--- src/rtl/reg_writeback_if.sv ---
// MEM->WB pipeline bus, register-file write port and decode bypass signals
// for the writeback stage. The master drives the MEM/decode side; the slave is the writeback stage.
interface reg_writeback_if;
  logic        mem_valid;
  logic        mem_ready;
  logic        mem_reg_write;
  logic [4:0]  mem_rd;
  logic [1:0]  mem_wb_sel;
  logic [2:0]  mem_load_type;
  logic [31:0] mem_alu_result;
  logic [31:0] mem_load_data;
  logic [31:0] mem_pc_plus8;
  logic [4:0]  id_addr_r1;
  logic [4:0]  id_addr_r2;
  logic [31:0] id_data_r1_raw;
  logic [31:0] id_data_r2_raw;
  logic        rf_we;
  logic [4:0]  rf_addr_w;
  logic [31:0] rf_data_w;
  logic [31:0] id_data_r1;
  logic [31:0] id_data_r2;
  logic        wb_valid;
  logic [31:0] retired_count;

  modport master (
    output mem_valid, mem_ready, mem_reg_write, mem_rd, mem_wb_sel,
           mem_load_type, mem_alu_result, mem_load_data, mem_pc_plus8,
           id_addr_r1, id_addr_r2, id_data_r1_raw, id_data_r2_raw,
    input  rf_we, rf_addr_w, rf_data_w, id_data_r1, id_data_r2,
           wb_valid, retired_count
  );

  modport slave (
    input  mem_valid, mem_ready, mem_reg_write, mem_rd, mem_wb_sel,
           mem_load_type, mem_alu_result, mem_load_data, mem_pc_plus8,
           id_addr_r1, id_addr_r2, id_data_r1_raw, id_data_r2_raw,
    output rf_we, rf_addr_w, rf_data_w, id_data_r1, id_data_r2,
           wb_valid, retired_count
  );
endinterface

--- src/rtl/reg_writeback.sv ---
// MIPS writeback stage: MEM/WB register, result select with load extension,
// register-file write port, decode bypass and retired-instruction counter.
module reg_writeback (
  input  logic            clk,
  input  logic            rst,
  reg_writeback_if.slave  wb_if
);

  function automatic logic [31:0] load_extend(
    input logic [2:0]  load_type,
    input logic [1:0]  off,
    input logic [31:0] word
  );
    logic [7:0]  byte_v;
    logic [15:0] half_v;
    logic [31:0] res_v;
    // Big-endian lanes: offset 0 is the most significant byte.
    case (off)
      2'd0:    byte_v = word[31:24];
      2'd1:    byte_v = word[23:16];
      2'd2:    byte_v = word[15:8];
      2'd3:    byte_v = word[7:0];
      default: byte_v = word[7:0];
    endcase
    if (off[1]) begin
      half_v = word[15:0];
    end else begin
      half_v = word[31:16];
    end
    case (load_type)
      3'b000:  res_v = {{24{byte_v[7]}}, byte_v};
      3'b001:  res_v = {{16{half_v[15]}}, half_v};
      3'b100:  res_v = {24'h00_0000, byte_v};
      3'b101:  res_v = {16'h0000, half_v};
      default: res_v = word;
    endcase
    return res_v;
  endfunction

  logic        valid_next_s;
  logic [31:0] result_s;

  logic        wb_valid_q,     wb_valid_d;
  logic        wb_reg_write_q, wb_reg_write_d;
  logic [4:0]  wb_rd_q,        wb_rd_d;
  logic [31:0] wb_result_q,    wb_result_d;
  logic [31:0] retired_count_q, retired_count_d;

  logic        rf_we_s;
  logic [31:0] id_data_r1_s;
  logic [31:0] id_data_r2_s;

  assign valid_next_s = wb_if.mem_valid & wb_if.mem_ready;

  // Result source selection ahead of the pipeline register.
  always_comb begin
    result_s = wb_if.mem_alu_result;
    case (wb_if.mem_wb_sel)
      2'b01:   result_s = load_extend(wb_if.mem_load_type,
                                      wb_if.mem_alu_result[1:0],
                                      wb_if.mem_load_data);
      2'b10:   result_s = wb_if.mem_pc_plus8;
      default: result_s = wb_if.mem_alu_result;
    endcase
  end

  // Next-state of the MEM/WB register: data holds on a bubble, valid clears.
  always_comb begin
    wb_valid_d     = valid_next_s;
    wb_reg_write_d = wb_reg_write_q;
    wb_rd_d        = wb_rd_q;
    wb_result_d    = wb_result_q;
    if (valid_next_s) begin
      wb_reg_write_d = wb_if.mem_reg_write;
      wb_rd_d        = wb_if.mem_rd;
      wb_result_d    = result_s;
    end else begin
      wb_reg_write_d = wb_reg_write_q;
      wb_rd_d        = wb_rd_q;
      wb_result_d    = wb_result_q;
    end
  end

  // Retirement counter next-state; wraps silently.
  always_comb begin
    if (wb_valid_q) begin
      retired_count_d = retired_count_q + 32'd1;
    end else begin
      retired_count_d = retired_count_q;
    end
  end

  // MEM/WB pipeline register and counter.
  always_ff @(posedge clk or posedge rst) begin
    if (rst) begin
      wb_valid_q      <= 1'b0;
      wb_reg_write_q  <= 1'b0;
      wb_rd_q         <= 5'd0;
      wb_result_q     <= 32'h0000_0000;
      retired_count_q <= 32'h0000_0000;
    end else begin
      wb_valid_q      <= wb_valid_d;
      wb_reg_write_q  <= wb_reg_write_d;
      wb_rd_q         <= wb_rd_d;
      wb_result_q     <= wb_result_d;
      retired_count_q <= retired_count_d;
    end
  end

  assign rf_we_s = wb_valid_q & wb_reg_write_q & (wb_rd_q != 5'd0);

  // Decode bypass: the write in flight this cycle is not yet visible in the file.
  always_comb begin
    id_data_r1_s = wb_if.id_data_r1_raw;
    id_data_r2_s = wb_if.id_data_r2_raw;
    if (rf_we_s && (wb_if.id_addr_r1 == wb_rd_q) && (wb_if.id_addr_r1 != 5'd0)) begin
      id_data_r1_s = wb_result_q;
    end else begin
      id_data_r1_s = wb_if.id_data_r1_raw;
    end
    if (rf_we_s && (wb_if.id_addr_r2 == wb_rd_q) && (wb_if.id_addr_r2 != 5'd0)) begin
      id_data_r2_s = wb_result_q;
    end else begin
      id_data_r2_s = wb_if.id_data_r2_raw;
    end
  end

  assign wb_if.rf_we         = rf_we_s;
  assign wb_if.rf_addr_w     = wb_rd_q;
  assign wb_if.rf_data_w     = wb_result_q;
  assign wb_if.id_data_r1    = id_data_r1_s;
  assign wb_if.id_data_r2    = id_data_r2_s;
  assign wb_if.wb_valid      = wb_valid_q;
  assign wb_if.retired_count = retired_count_q;

endmodule

--- src/flat_wrapper.sv ---
// flat-port wrapper written by rule: the top's interface ports become plain ports
module reg_writeback_flat 
  (clk, rst, wb_if_mem_valid, wb_if_mem_ready, wb_if_mem_reg_write, wb_if_mem_rd, wb_if_mem_wb_sel, wb_if_mem_load_type, wb_if_mem_alu_result, wb_if_mem_load_data, wb_if_mem_pc_plus8, wb_if_id_addr_r1, wb_if_id_addr_r2, wb_if_id_data_r1_raw, wb_if_id_data_r2_raw, wb_if_rf_we, wb_if_rf_addr_w, wb_if_rf_data_w, wb_if_id_data_r1, wb_if_id_data_r2, wb_if_wb_valid, wb_if_retired_count);
  reg_writeback_if wb_if_i ();
  input  logic clk;
  input  logic rst;
  input wire logic [$bits(wb_if_i.mem_valid)-1:0] wb_if_mem_valid;
  input wire logic [$bits(wb_if_i.mem_ready)-1:0] wb_if_mem_ready;
  input wire logic [$bits(wb_if_i.mem_reg_write)-1:0] wb_if_mem_reg_write;
  input wire logic [$bits(wb_if_i.mem_rd)-1:0] wb_if_mem_rd;
  input wire logic [$bits(wb_if_i.mem_wb_sel)-1:0] wb_if_mem_wb_sel;
  input wire logic [$bits(wb_if_i.mem_load_type)-1:0] wb_if_mem_load_type;
  input wire logic [$bits(wb_if_i.mem_alu_result)-1:0] wb_if_mem_alu_result;
  input wire logic [$bits(wb_if_i.mem_load_data)-1:0] wb_if_mem_load_data;
  input wire logic [$bits(wb_if_i.mem_pc_plus8)-1:0] wb_if_mem_pc_plus8;
  input wire logic [$bits(wb_if_i.id_addr_r1)-1:0] wb_if_id_addr_r1;
  input wire logic [$bits(wb_if_i.id_addr_r2)-1:0] wb_if_id_addr_r2;
  input wire logic [$bits(wb_if_i.id_data_r1_raw)-1:0] wb_if_id_data_r1_raw;
  input wire logic [$bits(wb_if_i.id_data_r2_raw)-1:0] wb_if_id_data_r2_raw;
  output wire logic [$bits(wb_if_i.rf_we)-1:0] wb_if_rf_we;
  output wire logic [$bits(wb_if_i.rf_addr_w)-1:0] wb_if_rf_addr_w;
  output wire logic [$bits(wb_if_i.rf_data_w)-1:0] wb_if_rf_data_w;
  output wire logic [$bits(wb_if_i.id_data_r1)-1:0] wb_if_id_data_r1;
  output wire logic [$bits(wb_if_i.id_data_r2)-1:0] wb_if_id_data_r2;
  output wire logic [$bits(wb_if_i.wb_valid)-1:0] wb_if_wb_valid;
  output wire logic [$bits(wb_if_i.retired_count)-1:0] wb_if_retired_count;
  assign wb_if_i.mem_valid = wb_if_mem_valid;
  assign wb_if_i.mem_ready = wb_if_mem_ready;
  assign wb_if_i.mem_reg_write = wb_if_mem_reg_write;
  assign wb_if_i.mem_rd = wb_if_mem_rd;
  assign wb_if_i.mem_wb_sel = wb_if_mem_wb_sel;
  assign wb_if_i.mem_load_type = wb_if_mem_load_type;
  assign wb_if_i.mem_alu_result = wb_if_mem_alu_result;
  assign wb_if_i.mem_load_data = wb_if_mem_load_data;
  assign wb_if_i.mem_pc_plus8 = wb_if_mem_pc_plus8;
  assign wb_if_i.id_addr_r1 = wb_if_id_addr_r1;
  assign wb_if_i.id_addr_r2 = wb_if_id_addr_r2;
  assign wb_if_i.id_data_r1_raw = wb_if_id_data_r1_raw;
  assign wb_if_i.id_data_r2_raw = wb_if_id_data_r2_raw;
  assign wb_if_rf_we = wb_if_i.rf_we;
  assign wb_if_rf_addr_w = wb_if_i.rf_addr_w;
  assign wb_if_rf_data_w = wb_if_i.rf_data_w;
  assign wb_if_id_data_r1 = wb_if_i.id_data_r1;
  assign wb_if_id_data_r2 = wb_if_i.id_data_r2;
  assign wb_if_wb_valid = wb_if_i.wb_valid;
  assign wb_if_retired_count = wb_if_i.retired_count;
  reg_writeback u_core (.clk(clk), .rst(rst), .wb_if(wb_if_i));
endmodule
--- config.mk ---
export PLATFORM = sky130hd
export DESIGN_NAME = reg_writeback_flat
export DESIGN_NICKNAME = d
export VERILOG_FILES = /design/src/rtl/reg_writeback_if.sv /design/src/rtl/reg_writeback.sv /design/src/flat_wrapper.sv
export SDC_FILE = /design/constraint.sdc
export NUM_CORES = 1
export LEC_CHECK = 0
export ABC_AREA = 1
export BUFFER_PORTS_ARGS = -buffer_cell sky130_fd_sc_hd__buf_2
export CAP_MARGIN = 0
export CORE_MARGIN = 5
export CORE_UTILIZATION = 45
export CTS_CLUSTER_DIAMETER = 120
export CTS_CLUSTER_SIZE = 16
export DETAILED_ROUTE_END_ITERATION = 10
export HOLD_SLACK_MARGIN = 0.12
export PLACE_DENSITY = 0.81
export REMOVE_ABC_BUFFERS = 1
export SLEW_MARGIN = 20
export SYNTH_ARGS = -nofsm -noshare
export SYNTH_HDL_FRONTEND = slang
export SYNTH_SLANG_ARGS = --single-unit
--- constraint.sdc ---
create_clock -name clk -period 3 [get_ports clk]
set_input_delay 0.15 -clock clk [delete_from_list [all_inputs] [get_ports clk]]
set_output_delay 0.15 -clock clk [all_outputs]
set_load 0.01 [all_outputs]
==> metrics.txt, run 1 <==
post-synthesis sequential area ratio 30.84%; period utilization between 80% and 90%; Post-DP HPWL 17.35 mm; Worst Hold Slack 0.1226 ns; port bufs 319; Pwr Total ~3.4 mW; RSZ-0062 raised after global routing no; Total GRT Usage 29.93%; internal power 2.230 mW; Slew HR approximately 51%; Vert. Die Dim 123.2 um; CP max FO 25; Flop pwr share a little over a third; crit end category output pin; Synth Area in XOR/XNOR under 10%; first-pass GRT wire length approximately 35 mm; main combinational cell family by area after synthesis simple AND/OR/NAND/NOR gates; CTS buffer count 9; post-synthesis compound-gate area fraction 6.602%; outcome complete, no violations; Switch Pwr around 1.2 mW; largest net degree at the start of global routing 43; Worst-Skew Late Latency 0.33 ns; CTS root buf clkbuf_16; syn avg cell area 6.046 um2; vias in the first global route 7019; crit start category register; sw frac 35.12%; slew at the pin closest to its max-slew limit 0.7369 ns; GPL Wtd Cong between 0.9 and 1; worst hold path type in -> reg; maximum VDD drop 0.0002241 V; Worst EP required 2.85 ns; PD cells 429.9 nW/um2; adder-cell area share of the yosys netlist 0.6515%; initial cell density of the core a little under half; layout net count 1458; Rows 41; Max Freq 397.2 MHz; Yosys warnings 0; Util after Layout 63.59%; number of synthesized register bits 71; fin crit period 2.518 ns; Pre-antenna DRT Iters 6; CTS tree yes; WP data arrival 2.37 ns; Post-Synth Simple-Gate Area between 40 and 50%; H-tree depth 3; Netlist cell types 32; Post-Route Setup TNS 0 ns; final setup skew 0.005873 ns; core box area 12570 um2; P_leak 4.792 nW; proportion of synthesized area in mux cells less than 1%; mapped cell area 5762 um2; drt drc 0; DR vias 7467; Layout area overhead 38.72%; IO Count 320; Post-Syn Instances 953; fill count about 1200; die area around 15000 um2; maxcap violations 0; initial drt markers 611; die width 123.2 um; Final ANT Viol Nets 0; layout cells sized above 1 a little under 30%; clock buffer depth 2; Worst-path clk slew 0.06 ns; Post-CTS Setup Inserts 0; final WL 23.28 mm; wire per inst 16.06 um; Setup Crit Path Kind reg -> out; initial antenna violation count 4; Comb pwr share between 20% and 30%; clk sinks slightly above 70; final setup violating endpoints 0; Vias/cell about 5.1; Clock power frac 35.1%; final count of hold timing violations 0; global route overflow 0; final max-slew violation count 0
-- flip-flops by register name, indices dropped and copies added, names as in the netlist --
signal,cells
u_core.wb_if.retired_count,32
u_core.wb_if.rf_addr_w,5
u_core.wb_if.rf_data_w,32
u_core.wb_if.wb_valid,1
u_core.wb_reg_write_q,1
-- cells in the final DEF (no fill, tap or decap), types with 2 or more instances in the layout --
cell           Yosys  final
dlygate4sd3_1      0     24
nand3b_1           5      5
a21oi_1           69     69
nand3_2            3      3
nor3_1             3      3
inv_6              0      3
buf_4              6     10
buf_2             10    319
nand3_1           93     93
ha_1               3      2
nor2_4             1      2
diode_2            0      3
inv_1             77     76
nor2_2             7      6
nor3_4             1      2
inv_2              5      6
dfrtp_1           71     71
or2_1              2      2
o21ai_0            6      6
nor2_1            82     82
nand2_2            6      7
xor2_1            18     18
bufinv_16          0      2
nand2_1          412    411
nor3_2             3      2
nand2_4            2      2
clkbuf_16          0      9
nand4_1           22     22
xnor2_1            9      9
-- final timing paths --
path	startpoint	endpoint	slack [ns]	cells after the start
min	wb_if_mem_pc_plus8[28]	u_core.wb_if.rf_data_w[28]	0.12	5
max reg2reg	u_core.wb_if.retired_count[0]	u_core.wb_if.retired_count[24]	1.28	10
min in group asynchronous	rst	u_core.wb_if.retired_count[9]	0.35	3
max in group asynchronous	rst	u_core.wb_if.rf_addr_w[2]	1.86	4
min reg2reg	u_core.wb_reg_write_q	u_core.wb_reg_write_q	0.52	2
max	u_core.wb_if.rf_addr_w[3]	wb_if_id_data_r1[8]	0.48	8
-- logic make-up (layout without fill, tap and decap cells) --
group / after synthesis / in the layout
AOI/OAI and AO/OA: 76 / 76
muxes: 1 / 1
buffers and inverters: 130 / 452
and+or+nand+nor: 645 / 645
other: 0 / 3
xor gates and xnor gates: 27 / 27
adders and majority gates: 3 / 3
DFF: 71 / 71
-- Yosys cell counts (all sizes together) --
master  instances  area, um2
nand3b          5      37.54
mux2            1      11.26
dfrtp          71       1777
ha              3      37.54
o21ai           7      35.03
nand4          22      137.6
buf            24      177.7
a21oi          69      345.3
nor2           90      362.9
nor3            7      61.31
and2            1      6.260
or2             2      12.51
xor2           18      157.7
nand2         420       1607
inv            82      307.8
nand3          97      513.0
clkbuf         24      90.09
and3            1      6.260
xnor2           9      78.83
-- layer usage --
layer	track usage, %	share of wire [%]	up-vias
met5	0	0.090	-
met4	13.49	4.0	4
met3	6.496	7.9	71
met2	52.02	49	350
met1	35.28	39	3415
li1	-	-	3627
-- critical path: stages (launching register included) --
cell and delay, ns:
dfrtp_1 0.43, xnor2_1 0.19, nand3_1 0.18, nor2_1 0.20
nand3b_1 0.41, buf_12 0.34, nand2_1 0.07, nand2_1 0.06
buf_2 0.14
-- power by group through the flow --
| stage | clock (mW) | combinational (mW) | sequential, mW |
|---|---|---|---|
| 3_5_place_dp | 0 | 0.954 | 1.26 |
| 5_1_grt | 1.25 | 1.09 | 1.26 |
| 6_report | 1.20 | 0.984 | 1.25 |
| 4_1_cts | 1.21 | 0.985 | 1.24 |
| 2_1_floorplan | 0 | 0.456 | 1.27 |
| 3_3_place_gp | 0 | 0.940 | 1.25 |
-- what timing repair did --
| action | CTS | global route |
|---|---|---|
| hold endpoints to repair | 40 | 0 |
| gates resized for setup | 0 | 0 |
| setup endpoints to repair | 0 | 0 |
| hold buffers | 24 | 0 |
-- per-stage QoR --
| stage | area, um2 | setup WS (ns) | instances |
|---|---|---|---|
| finish | 7993 | 0.4824 | 1450 |
| floorplan | 5494 | 0.8800 | 905 |
| global placement | 7417 | 1.056 | 1407 |
| detailed placement | 7417 | 0.9952 | 1407 |
| global route | 7990 | 0.3598 | 1449 |
| CTS | 7985 | 0.5200 | 1447 |
-- final cells by class --
cell class / count / area [um2] / area share (%)
tap: 172 / 215.2 / 2.693
inverter: 82 / 307.8 / 3.851
sequential: 71 / 1777 / 22.23
clock inverter: 7 / 102.6 / 1.284
timing repair buffer: 354 / 1932 / 24.17
multi-input combinational: 752 / 3426 / 42.86
antenna: 3 / 7.507 / 0.09393
clock buffer: 9 / 225.2 / 2.818
Power figures use the tool's default switching activity.
==> inputs of run 2 (changes only) <==
--- a/config.mk
+++ b/config.mk
@@ -5,16 +5,16 @@
 export SDC_FILE = /design/constraint.sdc
 export NUM_CORES = 1
 export LEC_CHECK = 0
-export ABC_AREA = 1
+export ABC_AREA = 0
 export BUFFER_PORTS_ARGS = -buffer_cell sky130_fd_sc_hd__buf_2
 export CAP_MARGIN = 0
-export CORE_MARGIN = 5
-export CORE_UTILIZATION = 45
+export CORE_AREA = 5 5 123 125
 export CTS_CLUSTER_DIAMETER = 120
 export CTS_CLUSTER_SIZE = 16
 export DETAILED_ROUTE_END_ITERATION = 10
+export DIE_AREA = 0 0 128 130
 export HOLD_SLACK_MARGIN = 0.12
-export PLACE_DENSITY = 0.81
+export PLACE_DENSITY = 0.72
 export REMOVE_ABC_BUFFERS = 1
 export SLEW_MARGIN = 20
 export SYNTH_ARGS = -nofsm -noshare
==> constraint.sdc (replaced) <==
create_clock -name clk -period 2.4 [get_ports clk]
set_input_delay 0.12 -clock clk [delete_from_list [all_inputs] [get_ports clk]]
set_output_delay 0.12 -clock clk [all_outputs]
set_load 0.01 [all_outputs]
==> metrics.txt, run 2 <==
GPL Wtd Cong 0.8993 (was 0.9532); asr flop ratio synth 100.0% (unchanged); period utilization 99.99%; Pre-antenna DRT Iters 5 (was 6); r2r worst-path depth 7 (was 10); WP buf/inv 2 (unchanged); Final ANT Viol Nets 0 (unchanged); PD cells 504.8 nW/um2 (was 429.9 nW/um2); port bufs 319 (unchanged); dominant synthesized flop cell dfrtp_1 (unchanged); grt met3 use 4.912% (was 6.496%); global-route track usage on met1 30.41% (was 35.28%); clock buffer depth 2 (unchanged); WP data arrival 2.28 ns (was 2.37 ns); RSZ-0062 raised after global routing yes (was no); drt drc 0 (unchanged); H-tree depth 3 (unchanged); clk sinks 71 (unchanged); Setup Crit Path Kind reg -> out (unchanged); Crit. path cell count 6 (was 8); Vias/cell 5.539 (was 5.150); initial drt markers 398 (was 611); most common library cell in the layout ignoring fill and taps buf_2 (was nand2_1); Synth area leaders dfrtp_1 (34%), mux2_4 (17%), xnor2_1 (4.8%), a21oi_1 (4.3%), nand2_1 (4.0%) (was dfrtp_1 (31%), nand2_1 (27%), nand3_1 (8.1%), a21oi_1 (6.0%), nor2_1 (5.3%)); Rows 43 (was 41); largest net degree at the start of global routing 56 (was 43); Vert. Die Dim 130 um (was 123.2 um); global route overflow 0 (unchanged); Layout area overhead 51.75% (was 38.72%); fin crit period between 2 and 2.5 ns; final setup skew 0.007547 ns (was 0.005873 ns); DR vias 5788 (was 7467); die area 16640 um2 (was 15170 um2); Netlist cell types 46 (was 32); final setup violating endpoints 0 (unchanged); Synth top area share 33.72% (was 30.84%); layout cells sized above 1 52.37% (was 29.73%); most frequent cells in the layout buf_2 (271), dfrtp_1 (70), mux2_4 (64) (was nand2_1 (411), buf_2 (319), nand3_1 (93)); CTS root buf clkbuf_16 (unchanged); wire per inst 20.83 um (was 16.06 um); worst path cell trace or3_4 -> o311a_4 -> nand3_4 -> buf_4 -> mux2_4 -> buf_2 (was xnor2_1 -> nand3_1 -> nor2_1 -> nand3b_1 -> buf_12 -> nand2_1 -> nand2_1 -> buf_2); Hold Path Cell Cnt 3 (was 5); initial cell density of the core 38.25% (was 45.84%); Post-Syn Instances 523 (was 953); slowest stage delay, CP 0.39 ns (was 0.43 ns); ant diodes 0 (was 3); CTS tree yes (unchanged); Worst-Skew Late Latency 0.33 ns (about the same); post-synthesis sequential area ratio 33.72% (was 30.84%); outcome complete, no violations (unchanged); met2 usage 41.31% (was 52.02%); Post-DP HPWL 15.97 mm (was 17.35 mm); maxcap violations 0 (unchanged); Post-synth EDFFs 0 (unchanged); Slew HR 52.05% (was 50.87%); final WL 21.77 mm (was 23.28 mm); first-pass GRT wire length 31.26 mm (was 35.49 mm); top-count cell post-synth dfrtp_1 (was nand2_1); syn avg cell area 10.07 um2 (was 6.046 um2); initial antenna violation count 0 (was 4); Max Freq 416.7 MHz; IO Count 320 (unchanged); P_leak 4.152 nW (was 4.792 nW); Total GRT Usage 24.21% (was 29.93%); die width 128 um (was 123.2 um); Pwr Total 4.036 mW (was 3.436 mW); slew at the pin closest to its max-slew limit 0.7193 ns (was 0.7369 ns); final count of hold timing violations 0 (unchanged); crit start category register (unchanged); crit end category output pin (unchanged); CP max FO 5 (was 25); critical path's slowest cell dfrtp_1 (unchanged); Worst EP required 2.28 ns (was 2.85 ns); final max-slew violation count 0 (unchanged); most frequent cells after synthesis dfrtp_1 (71), mux2_4 (60), nand2_1 (56) (was nand2_1 (412), nand3_1 (93), nor2_1 (82)); core box area 13770 um2 (was 12570 um2); Yosys top cell by area dfrtp_1 (unchanged); CTS buffer count 9 (unchanged); mapped cell area 5269 um2 (was 5762 um2); layout net count 1049 (was 1458); maximum VDD drop 0.0003812 V (was 0.0002241 V); Util after Layout 58.05% (was 63.59%); top cell family by delay on the critical path simple AND/OR/NAND/NOR gates (unchanged); number of synthesized register bits 71 (unchanged); Worst-path clk slew 0.06 ns (about the same); Yosys warnings 0 (unchanged); global routing's busiest layer met2 (unchanged); worst hold path type in -> reg (unchanged); vias in the first global route 5581 (was 7019)
run 2: cell count changes in the layout (fill, tap and decap cells not counted), moves of 12 or more:
cell and delta:
or3_1 +13, mux2_4 +64, buf_6 +52, buf_2 -48, nor2_1 -67, nand2_1 -356
and3_1 +18, xnor2_1 +20, a21oi_1 -24, inv_1 -64, nand4_1 -12, nand3_1 -73
o22ai_1 +16
run 2: final timing paths:
check,startpoint,endpoint,slack [ns]
max,u_core.wb_if.rf_addr_w[0],wb_if_id_data_r2[5],0.0002
min,wb_if_mem_pc_plus8[9],u_core.wb_if.rf_data_w[9],0.13
max reg2reg,u_core.wb_if.retired_count[0],u_core.wb_if.retired_count[20],0.56
min reg2reg,u_core.wb_if.retired_count[28],u_core.wb_if.retired_count[28],0.49
max in group asynchronous,rst,u_core.wb_if.rf_data_w[28],1.36
min in group asynchronous,rst,u_core.wb_if.retired_count[19],0.42
run 2: per-layer routing:
| layer | wire [um] | up-vias |
|---|---|---|
| li1 | - | 2617 |
| met1 | 8528 | 2791 |
| met2 | 10750 | 340 |
| met3 | 1843 | 40 |
| met4 | 649 | 0 |
| met5 | 0 | - |
run 2: cell families after synthesis:
family / synth area share (%)
AOI/OAI and AO/OA: 17.43
xor gates and xnor gates: 6.649
adders and majority gates: 0.7125
buffers and inverters: 5.866
DFF: 33.72
muxes: 20.14
and+or+nand+nor: 15.48
run 2: worst reg2reg max path, cell delays in order (launching register included):
cell     delay, ns
dfrtp_1       0.44
ha_1          0.20
nand4_1       0.19
nor2_1        0.21
buf_4         0.17
nand4_1       0.21
nor2_1        0.17
xor2_1        0.16
run 2: what timing repair did:
item,4_1_cts,5_1_grt
resized for setup,11,57
pin swaps,2,2
gates cloned,1,1
hold buffers,21,0
setup endpoints to repair,60,55
buffers inserted,6,0
hold endpoints to repair,53,0
run 2: metrics by stage:
step | cells | cell area [um2] | worst slack, ns | hold slack (ns) | TNS (ns)
floorplan | 484 | 5009 | -0.2258 | 0.2254 | -3.247
global placement | 1001 | 7032 | 0.2842 | 0.2108 | 0
detailed placement | 1001 | 7032 | 0.2516 | 0.2264 | 0
CTS | 1044 | 7632 | 0.001683 | 0.1203 | 0
global route | 1045 | 7995 | -0.06600 | 0.1434 | -1.954
finish | 1045 | 7995 | 0.0002260 | 0.1338 | 0
run 2: where the power goes:
group	total, mW	internal (mW)	switching (mW)
Sequential	1.55	1.35	0.195
Combinational	1.27	0.638	0.631
Clock	1.22	0.690	0.530
Total	4.04	2.68	1.36
run 2: final cells by class:
| type | instances | area [um2] |
|---|---|---|
| clock buffers | 9 | 225.2 |
| clock inverters | 6 | 38.79 |
| fillers | 1206 | 5778 |
| inverters | 13 | 50.05 |
| multi-input cells | 400 | 3248 |
| flip-flops and latches | 71 | 1778 |
| well taps | 180 | 225.2 |
| repair buffers | 366 | 2430 |
==> inputs of run 3 (changes only) <==
==> constraint.sdc (replaced) <==
create_clock -name clk -period 2.4 [get_ports clk]
set_input_delay 0.48 -clock clk [delete_from_list [all_inputs] [get_ports clk]]
set_output_delay 0.48 -clock clk [all_outputs]
set_load 0.01 [all_outputs]
==> metrics.txt, run 3 (same netlist as run 2, synthesis figures left out) <==
outcome finished, violations left (was complete, no violations); failing checks setup timing; final WL 20.71 mm (was 21.77 mm); final setup violating endpoints 64 (was 0); CTS buffer count 9 (unchanged); placed cells 1013 (was 1001); Multi-input gate area 3206 um2 (was 3248 um2); final setup skew 0.005217 ns (was 0.007547 ns); layout cells sized above 1 53.53% (was 52.37%); maxcap violations 0 (unchanged); reg2reg end u_core.wb_if.retired_count[19] (was u_core.wb_if.retired_count[20]); r2r worst-path depth 5 (was 7); final instance area 7871 um2 (was 7995 um2); Final ANT Viol Nets 0 (unchanged); period utilization 112.7% (was 99.99%); drt drc 0 (unchanged); core box area 13770 um2 (unchanged); vias in the first global route 5483 (was 5581); r2r setup slk 0.51 ns (was 0.56 ns); slew at the pin closest to its max-slew limit 0.5951 ns (was 0.7193 ns); Max Freq 369.7 MHz (was 416.7 MHz); DR vias 5615 (was 5788); Pre-antenna DRT Iters 6 (was 5); Worst EP required 1.92 ns (was 2.28 ns); global route overflow 0 (unchanged); wire per inst 20.06 um (was 20.83 um); largest net degree at the start of global routing 56 (unchanged); die area 16640 um2 (unchanged); CTS tree yes (unchanged); Post-Route Setup TNS -17.43 ns (was 0 ns); clock buffer depth 2 (unchanged); Vias/cell 5.441 (was 5.539); initial drt markers 337 (was 398); GPL Wtd Cong 0.8797 (was 0.8993); Layout area overhead 49.39% (was 51.75%); first-pass GRT wire length 30.77 mm (was 31.26 mm); CTS root buf clkbuf_16 (unchanged); fill count 1231 (was 1206); crit end category output pin (unchanged); Worst-path clk slew 0.06 ns (about the same); Util after Layout 57.15% (was 58.05%); Worst-Skew Late Latency 0.32 ns (was 0.33 ns); initial cell density of the core 38.25% (unchanged); hold_buf cts 0 (was 21); CP endpoint wb_if_id_data_r1[17] (was wb_if_id_data_r2[5]); P_leak 4.124 nW (was 4.152 nW); setup ws final -0.3049 ns (was 0.0002260 ns); Total GRT Usage 23.72% (was 24.21%); Vert. Die Dim 130 um (unchanged); most frequent cells in the layout buf_2 (259), dfrtp_1 (71), mux2_4 (64) (was buf_2 (271), dfrtp_1 (70), mux2_4 (64)); CP max FO 16 (was 5); layout net count 1034 (was 1049); worst hold path type in -> async (was in -> reg); crit start category register (unchanged); final count of hold timing violations 0 (unchanged); IO Count 320 (unchanged); RSZ-0062 raised after global routing yes (unchanged); dpl ws -0.05334 ns (was 0.2516 ns); sequential cell area 1777 um2 (was 1778 um2); Post-DP Area 7147 um2 (was 7032 um2); Non-Filler Instances 1032 (was 1045); Setup Crit Path Kind reg -> out (unchanged); PD cells 519.6 nW/um2 (was 504.8 nW/um2); clk sinks 71 (unchanged); WP data arrival 2.22 ns (was 2.28 ns); most common library cell in the layout ignoring fill and taps buf_2 (unchanged); Slew HR 60.18% (was 52.05%); CP Launch Point u_core.wb_if.rf_addr_w[0] (unchanged); Post-DP HPWL 16.10 mm (was 15.97 mm); port bufs 319 (unchanged); maximum VDD drop 0.0002290 V (was 0.0003812 V); Reg-to-Reg Start u_core.wb_if.retired_count[6] (was u_core.wb_if.retired_count[0]); fin crit period 2.705 ns (was 2.400 ns); H-tree depth 3 (unchanged); die width 128 um (unchanged); Pwr Total 4.090 mW (was 4.036 mW); initial antenna violation count 1 (was 0); Worst Hold Slack 0.1975 ns (was 0.1338 ns); Rows 43 (unchanged); final max-slew violation count 0 (unchanged)
[run 3: area by class of cell]
type / count / share of cell area, %
multi-input combinational: 400 / 40.72
timing repair buffer: 351 / 29.49
sequential: 71 / 22.57
clock buffer: 9 / 2.861
tap: 180 / 2.861
clock inverter: 6 / 0.7948
inverter: 13 / 0.6358
antenna: 2 / 0.06358
[run 3: what timing repair did]
action                     4_1_cts  5_1_grt
setup buffers                    1        0
setup endpoints to repair       64       64
resized for setup               64        3
gates cloned                     0        1
[run 3: worst min path at each step]
stage	endpoint	cells after the start
2_1_floorplan	u_core.wb_reg_write_q	2
3_5_place_dp	u_core.wb_if.retired_count[13]	1
3_3_place_gp	u_core.wb_if.retired_count[31]	1
4_1_cts	u_core.wb_if.retired_count[19]	2
6_report	u_core.wb_if.retired_count[19]	2
5_1_grt	u_core.wb_if.retired_count[17]	2
[run 3: report_power, final]
part           switching, mW  internal (mW)
registers              0.193           1.35
clock network          0.508          0.796
logic                  0.611          0.630
[run 3: layer usage]
metal | vias to the layer above | global-route usage (%) | part of all wire, %
li1 | 2596 | - | -
met1 | 2694 | 29.44 | 40
met2 | 292 | 40.79 | 50
met3 | 33 | 5.076 | 8.2
met4 | 0 | 8.614 | 2.5
met5 | - | 0 | 0
[run 3: worst max-delay path: stages, from the launching register on]
cell	delay [ns]
dfrtp_1	0.37
or3_4	0.38
o311a_4	0.35
nand4_4	0.12
buf_12	0.20
mux2_4	0.33
buf_6	0.13
